[config.mk]
export PLATFORM = sky130hd
export DESIGN_NAME = mem_loader
export DESIGN_NICKNAME = d
export VERILOG_FILES = /design/src/rtl/mem_loader.sv
export SDC_FILE = /design/constraint.sdc
export NUM_CORES = 1
export LEC_CHECK = 0
export CAP_MARGIN = 20
export CORE_MARGIN = 2
export CORE_UTILIZATION = 60
export DETAILED_ROUTE_END_ITERATION = 16
export DONT_BUFFER_PORTS = 1
export PLACE_DENSITY = 0.73
export SLEW_MARGIN = 5
export SYNTH_ARGS = -nofsm -noshare
export SYNTH_HDL_FRONTEND = slang
export SYNTH_SLANG_ARGS = --single-unit
[constraint.sdc]
create_clock -name clock -period 2.5 [get_ports clock]
set_input_delay 0.125 -clock clock [delete_from_list [all_inputs] [get_ports clock]]
set_output_delay 0.125 -clock clock [all_outputs]
set_load 0.05 [all_outputs]
[src/rtl/mem_loader.sv]
// Packs the host byte stream into little-endian 32-bit words and writes one
// batch of packets into the shared packet memory while the loader holds the grant.
module mem_loader #(
    parameter int unsigned WORDS_PER_PACK  = 6,
    parameter int unsigned PACKS_PER_BATCH = 8,
    parameter int unsigned TIMEOUT         = 1024
) (
    input  logic        clock,
    input  logic        reset,
    input  logic [7:0]  rx_data,
    input  logic        rx_valid,
    output logic        rx_ready,
    input  logic        OutOfData,
    input  logic        mem_grant,
    output logic [31:0] addrB,
    output logic [31:0] dataB,
    output logic        weB,
    output logic        DONE_WRITING,
    output logic        busy
);
    localparam int unsigned BATCH_WORDS = WORDS_PER_PACK * PACKS_PER_BATCH;
    localparam int unsigned WIDX_W      = (BATCH_WORDS > 1) ? $clog2(BATCH_WORDS) : 1;
    localparam int unsigned TCNT_W      = (TIMEOUT > 1) ? $clog2(TIMEOUT) : 1;
    localparam logic [WIDX_W-1:0] LAST_IDX = WIDX_W'(BATCH_WORDS - 1);
    localparam logic [TCNT_W-1:0] TCNT_MAX = TCNT_W'(TIMEOUT - 1);

    typedef enum logic [2:0] {
        S_IDLE,
        S_LOAD,
        S_WRITE,
        S_DONE,
        S_HOLD
    } state_t;

    state_t              r_state;
    state_t              w_next;
    logic [1:0]          r_byte_cnt;
    logic [23:0]         r_shift;
    logic [31:0]         r_data;
    logic [WIDX_W-1:0]   r_word_idx;
    logic [TCNT_W-1:0]   r_tcnt;
    logic                r_busy;
    logic                w_grant;
    logic                w_accept;
    logic                w_abort;
    logic                w_timeout;

    assign w_grant = OutOfData & mem_grant;
    assign addrB   = {30'(r_word_idx), 2'b00};
    assign dataB   = r_data;
    assign busy    = r_busy;

    always_ff @(posedge clock or posedge reset) begin
        if (reset) r_state <= S_IDLE;
        else       r_state <= w_next;
    end

    // Grant loss is tested first so it overrides both a same-cycle byte and a timeout.
    always_comb begin
        w_next       = r_state;
        rx_ready     = 1'b0;
        weB          = 1'b0;
        DONE_WRITING = 1'b0;
        w_accept     = 1'b0;
        w_abort      = 1'b0;
        w_timeout    = 1'b0;
        case (r_state)
            S_IDLE: begin
                if (w_grant) w_next = S_LOAD;
            end
            S_LOAD: begin
                rx_ready = 1'b1;
                if (!w_grant) begin
                    w_abort = 1'b1;
                    w_next  = S_IDLE;
                end else if (rx_valid) begin
                    w_accept = 1'b1;
                    if (r_byte_cnt == 2'd3) w_next = S_WRITE;
                end else if (r_busy && (r_tcnt == TCNT_MAX)) begin
                    w_timeout = 1'b1;
                end
            end
            S_WRITE: begin
                if (!w_grant) begin
                    w_abort = 1'b1;
                    w_next  = S_IDLE;
                end else begin
                    weB    = 1'b1;
                    w_next = (r_word_idx == LAST_IDX) ? S_DONE : S_LOAD;
                end
            end
            S_DONE: begin
                DONE_WRITING = 1'b1;
                w_next       = S_HOLD;
            end
            S_HOLD: begin
                if (!OutOfData) w_next = S_IDLE;
            end
            default: w_next = S_IDLE;
        endcase
    end

    always_ff @(posedge clock or posedge reset) begin
        if (reset) begin
            r_byte_cnt <= '0;
            r_shift    <= '0;
            r_data     <= '0;
            r_word_idx <= '0;
            r_tcnt     <= '0;
            r_busy     <= 1'b0;
        end else if (w_abort || w_timeout) begin
            r_byte_cnt <= '0;
            r_word_idx <= '0;
            r_tcnt     <= '0;
            r_busy     <= 1'b0;
        end else if (w_accept) begin
            r_busy <= 1'b1;
            r_tcnt <= '0;
            if (r_byte_cnt == 2'd3) begin
                r_data     <= {rx_data, r_shift};
                r_byte_cnt <= '0;
            end else begin
                r_shift[{r_byte_cnt, 3'b000} +: 8] <= rx_data;
                r_byte_cnt <= r_byte_cnt + 2'd1;
            end
        end else if (r_state == S_LOAD && r_busy) begin
            r_tcnt <= r_tcnt + 1'b1;
        end else if (r_state == S_WRITE) begin
            r_word_idx <= (r_word_idx == LAST_IDX) ? '0 : r_word_idx + 1'b1;
        end else if (r_state == S_DONE) begin
            r_busy <= 1'b0;
        end
    end
endmodule

# Yosys cells after proc, flatten, opt, wreduce, memory -nomap -nowiden
# Cells that the tools add are included.
# W data, S select, Z words.
dict set report totals {
  input_bits 13
  word_cells 83
  output_inout_bits 68
  reg_bits 78
}
dict set report classes {
  shift 2
  eq_ne 15
  addsub 4
  n_reduce_logical 14
  bitwise_logic 3
  n_mux 38
}
# op count
set op_table {}
lappend op_table {{$mux W10} 3}
lappend op_table {{$mux W6} 5}
lappend op_table {{$bwmux W24} 1}
lappend op_table {{$shift A8 B7 Y24 const A} 1}
lappend op_table {{$shiftx A8 B7 Y24} 1}
lappend op_table {{$mux W1} 18}
lappend op_table {{$mux W3} 5}
lappend op_table {{$pmux W3 S5} 1}
lappend op_table {{$ne A3 B3 Y1 const B} 4}
lappend op_table {{$reduce_and A3 Y1} 4}
lappend op_table {{$add A10 B1 Y10 const B} 1}
lappend op_table {{$eq A10 B10 Y1 const B} 1}
lappend op_table {{$mux W2} 5}
lappend op_table {{$neg A5 Y7} 1}
lappend op_table {{$add A6 B1 Y6 const B} 1}
lappend op_table {{$eq A3 B2 Y1 const B} 2}
lappend op_table {{$eq A6 B6 Y1 const B} 1}
lappend op_table {{$ne A2 B2 Y1 const B} 3}
lappend op_table {{$reduce_bool A3 Y1} 2}
lappend op_table {{$reduce_and A4 Y1} 1}
lappend op_table {{$reduce_bool A2 Y1} 2}
lappend op_table {{$eq A3 B1 Y1 const B} 1}
lappend op_table {{$eq A3 B3 Y1 const B} 1}
lappend op_table {{$logic_not A3 Y1} 1}
lappend op_table {{8 further kinds} 10}

# Logic depth before layout (Yosys ltp)
dict set report depth {
  ltp_word 9
  ltp_mapped 7
  mapped_depth_nobuf 6
}

# Worst setup path before layout
# OpenSTA, ideal clock, no wires.
dict set report synth_timing {
  path_type {flip-flop to flip-flop}
  startpoint {register r_state[2]}
  endpoint {register r_data[0] (netlist: dataB[0])}
  period_less_slack_ps 2170
  setup_slack_ps 330
  setup_ps 125
  arrival_time_ps 2045
  n_path_buf 3
  stages_incl_launch_ff 8
  required_ps 2375
  cell_sequence {dfrtp_1 -> buf_6 -> nor3b_4 -> nand4_4 -> or2_1 -> buf_6 -> buf_12 -> mux2_4}
}
dict set report synth_between {
  elab_chain_len 6
  elab_cells_between_ends 9
  cone_classes {eq/ne (2); mux (3); bitwise (1); reduce/logical (3)}
}
# item line_no
set synth_lines {}
lappend synth_lines {{start: declaration} 35} ;# state_t r_state;
lappend synth_lines {{start signal: assignment} 55} ;# else r_state <= w_next;
lappend synth_lines {{$eq A3 B1 Y1 or $eq A3 B2 Y1 (tied branches)} 67} ;# case (r_state)
lappend synth_lines {{$reduce_or A2 Y1 (no line)} n/a}
lappend synth_lines {{$mux W1} n/a}
lappend synth_lines {{$logic_or A1 B1 Y1} 111} ;# end else if (w_abort || w_timeout) begin
lappend synth_lines {{$not A1 Y1 (no line)} n/a}
lappend synth_lines {{$reduce_and A3 Y1 (no line) *} n/a}
lappend synth_lines {{end signal: assignment} 120} ;# r_data <= {rx_data, r_shift};
lappend synth_lines {{end: declaration} 39} ;# logic [31:0] r_data;
# Mark *: on every way between the ends. The rest lies on a longest branch, timed or not.
# A chain may end at the register's enable or synchronous reset.

# Final worst setup path
dict set report layout_timing {
  startpoint {register r_state[0]}
  endpoint {register r_data[14] (netlist: dataB[14])}
}
# The elaborated chain is that of the path after synthesis.

==> results.json <==
{
  "fp.dieH_microns": 84.9,
  "synth_seq_cells": 78,
  "dp_hpwl_microns": 4750,
  "period_needed_ns": 2.27,
  "worst_slew_pin_slew_ns": 1.08,
  "cts_hold_buf": 13,
  "slew_headroom_pct": 28.1,
  "grt_pass1_vias": 2401,
  "cts-root-buf": "clkbuf_8",
  "grt_max_degree": 35,
  "holdWs_ns": 0.0270,
  "top_usage_layer": "met2",
  "power_density_nw_per_um2": 623,
  "rsz0062_at_grt": "no",
  "regToRegSetupSlack_ns": 0.23,
  "maxClockFrequency_ghz": 0.441,
  "cap_violations": 0,
  "timing_worst_setup_path_type": "reg -> reg",
  "async_reset_ff_share_pct": 100,
  "end_kind": "register",
  "p_leak_nw": 2.12,
  "grt_use_met3_pct": 8.07,
  "wire_per_inst_microns": 15.7,
  "cp.arrival_ns": 2.50,
  "grt_use_total_pct": 21.0,
  "cts_tree": "done",
  "final_hold_viol_count": 0,
  "die_w_microns": 84.9,
  "critPathRequiredTime_ns": 2.73,
  "clock_skew_ns": 0.00998,
  "num_vias": 2345,
  "path_clk_slew_ns": 0.08,
  "path_cells": "nor3b_4 -> nand4_4 -> or2_2 -> mux2_4",
  "clock_path_buffers": 2,
  "grt_overflow": 0,
  "numCtsBuffers": 9,
  "syn_area_per_cell_sq_um": 11.7,
  "die_area_sq_um": 7200,
  "drt_iter0_markers": 91,
  "ys_seq_area_share_pct": 49.7,
  "grt_use_met2_pct": 35.1,
  "critPathLaunch": "r_state[0]",
  "placementRows": 29,
  "power_mw": 2.63,
  "io_buffers": 0,
  "fill_cells": 498,
  "antenna_found_initial": 0,
  "postCtsSetupBuffers": 0,
  "nNetsFinal": 379,
  "area_growth_syn_to_layout_pct": 7.75,
  "wirelength_microns": 6920,
  "r2r-start": "r_state[0]",
  "fp.coreArea_sq_um": 6350,
  "drcViolationCount": 0,
  "clkSinkCount": 78,
  "ff2ff_path_depth": 4,
  "io_pins": 81,
  "r2r-end": "dataB[14]",
  "ir_drop_mv": 0.425,
  "postRouteAntennaNets": 0,
  "layout-drive-gt1-share_pct": 19.0,
  "yosysWarnings": 0,
  "synth_top_area_share_pct": 49.7,
  "diodes": 0,
  "grt_pass1_wl_microns": 11900,
  "gp_congestion": 0.789,
  "cp-endpoint": "dataB[14]",
  "setup-violations-final": 0,
  "ys_dominant_reg_cell": "dfrtp_1",
  "htree_levels": 3,
  "drv_slew": 0,
  "synth_area_leaders": "dfrtp_1, mux2_4, mux2i_1",
  "cp_slowest_cell": "or2_2",
  "max_stage_delay_ns": 0.70,
  "vias_per_cell": 5.32,
  "synth-edff-count": 0,
  "synth_most_common_cell": "dfrtp_1",
  "cts_resized": 0,
  "first_pass_iters": 4,
  "min_path_type": "in -> reg",
  "initial_core_util_pct": 61.8,
  "clk_latency_ns": 0.35,
  "synth_cell_types": 46,
  "period_share_pct": 90.7,
  "cp-start-kind": "register",
  "netlist_area_sq_um": 3920,
  "outcome": "finished, final reports clean",
  "postSynthCellCount": 335,
  "grtUsageMet1_pct": 25.7,
  "synth_common_cells": "dfrtp_1, nand2_1, inv_1, mux2_4, buf_4",
  "synth.largest_area_cell": "dfrtp_1",
  "tns_ns": 0,
  "crit_fanout": 32
}
stage by stage:
stage                     worst slack, ns  utilization, %  instance area (sq um)  cells
final                               0.232            66.6                   4230    441
after global routing                0.131            66.6                   4230    441
after CTS                           0.247            66.6                   4230    441
after detailed placement            0.233            61.4                   3900    412
after global placement              0.312            61.4                   3900    412
after floorplan                     0.330               -                   4020    360
sequential cells by signal, summed over array words and instances (netlist names):
name        flops
r_state         3
r_tcnt         10
busy            1
r_word_idx      6
dataB          32
r_byte_cnt      2
r_shift        24
per-layer routing:
layer	share of wire [%]	up-vias
li1	-	1113
met1	43	1174
met2	51	50
met3	5.0	8
met4	1.0	0
met5	0	-
critical path, delay by kind of cell, from the launching register on:
family	cells	cell delay, ns
flops	1	0.52
mux	1	0.44
simple gates	3	1.17
worst min path at each step:
| stage | slack, ns | endpoint | start | depth (start not counted) |
|---|---|---|---|---|
| 6_report | 0.03 | r_state[1] | OutOfData | 2 |
| 4_1_cts | 0.002 | r_state[1] | OutOfData | 2 |
| 3_3_place_gp | 0.08 | dataB[31] | reset | 1 |
| 5_1_grt | 0.04 | r_state[1] | OutOfData | 2 |
| 2_1_floorplan | 0.26 | r_state[2] | OutOfData | 2 |
| 3_5_place_dp | 0.08 | dataB[14] | reset | 1 |
report_power, final:
group	switching [mW]	total, mW	internal (mW)	leakage [nW]
Combinational	0.208	0.291	0.0827	1.04
Sequential	0.0622	1.40	1.34	0.991
Clock	0.470	0.938	0.468	0.0895
kinds of logic (layout without fill, tap and decap cells):
kind of cell / count (synthesis) / count (layout) / synth area share, %
AND/OR/NAND/NOR: 94 / 94 / 13.0
flip-flops: 78 / 78 / 49.7
buffers and inverters: 69 / 73 / 11.0
multiplexers: 57 / 57 / 18.4
AO/OA/AOI/OAI: 19 / 19 / 3.22
XOR/XNOR: 10 / 10 / 2.23
adder cells (fa/ha/maj): 7 / 7 / 2.23
other: 1 / 26 / 0.0956
cell usage in the layout, fill, tap and decap left out, drive strengths merged, types with 6 or more instances in the layout:
cell	count
dfrtp	78
nand2	38
mux2	32
inv	31
conb	26
mux2i	25
buf	14
nor2	13
dlygate4sd3	13
clkbuf	10
xor2	9
nand3	7
ha	7
nor3b	6
nand4	6
cell type report:
cell class | count | area [sq um] | share of cell area (%)
inverter | 30 | 114 | 2.69
timing repair buffer | 27 | 235 | 5.56
multi-input combinational | 213 | 1630 | 38.6
sequential | 78 | 1950 | 46.2
clock buffer | 10 | 128 | 3.02
clock inverter | 6 | 70.1 | 1.66
tap | 77 | 96.3 | 2.28
Note: power is estimated with default switching activity, not from simulation.
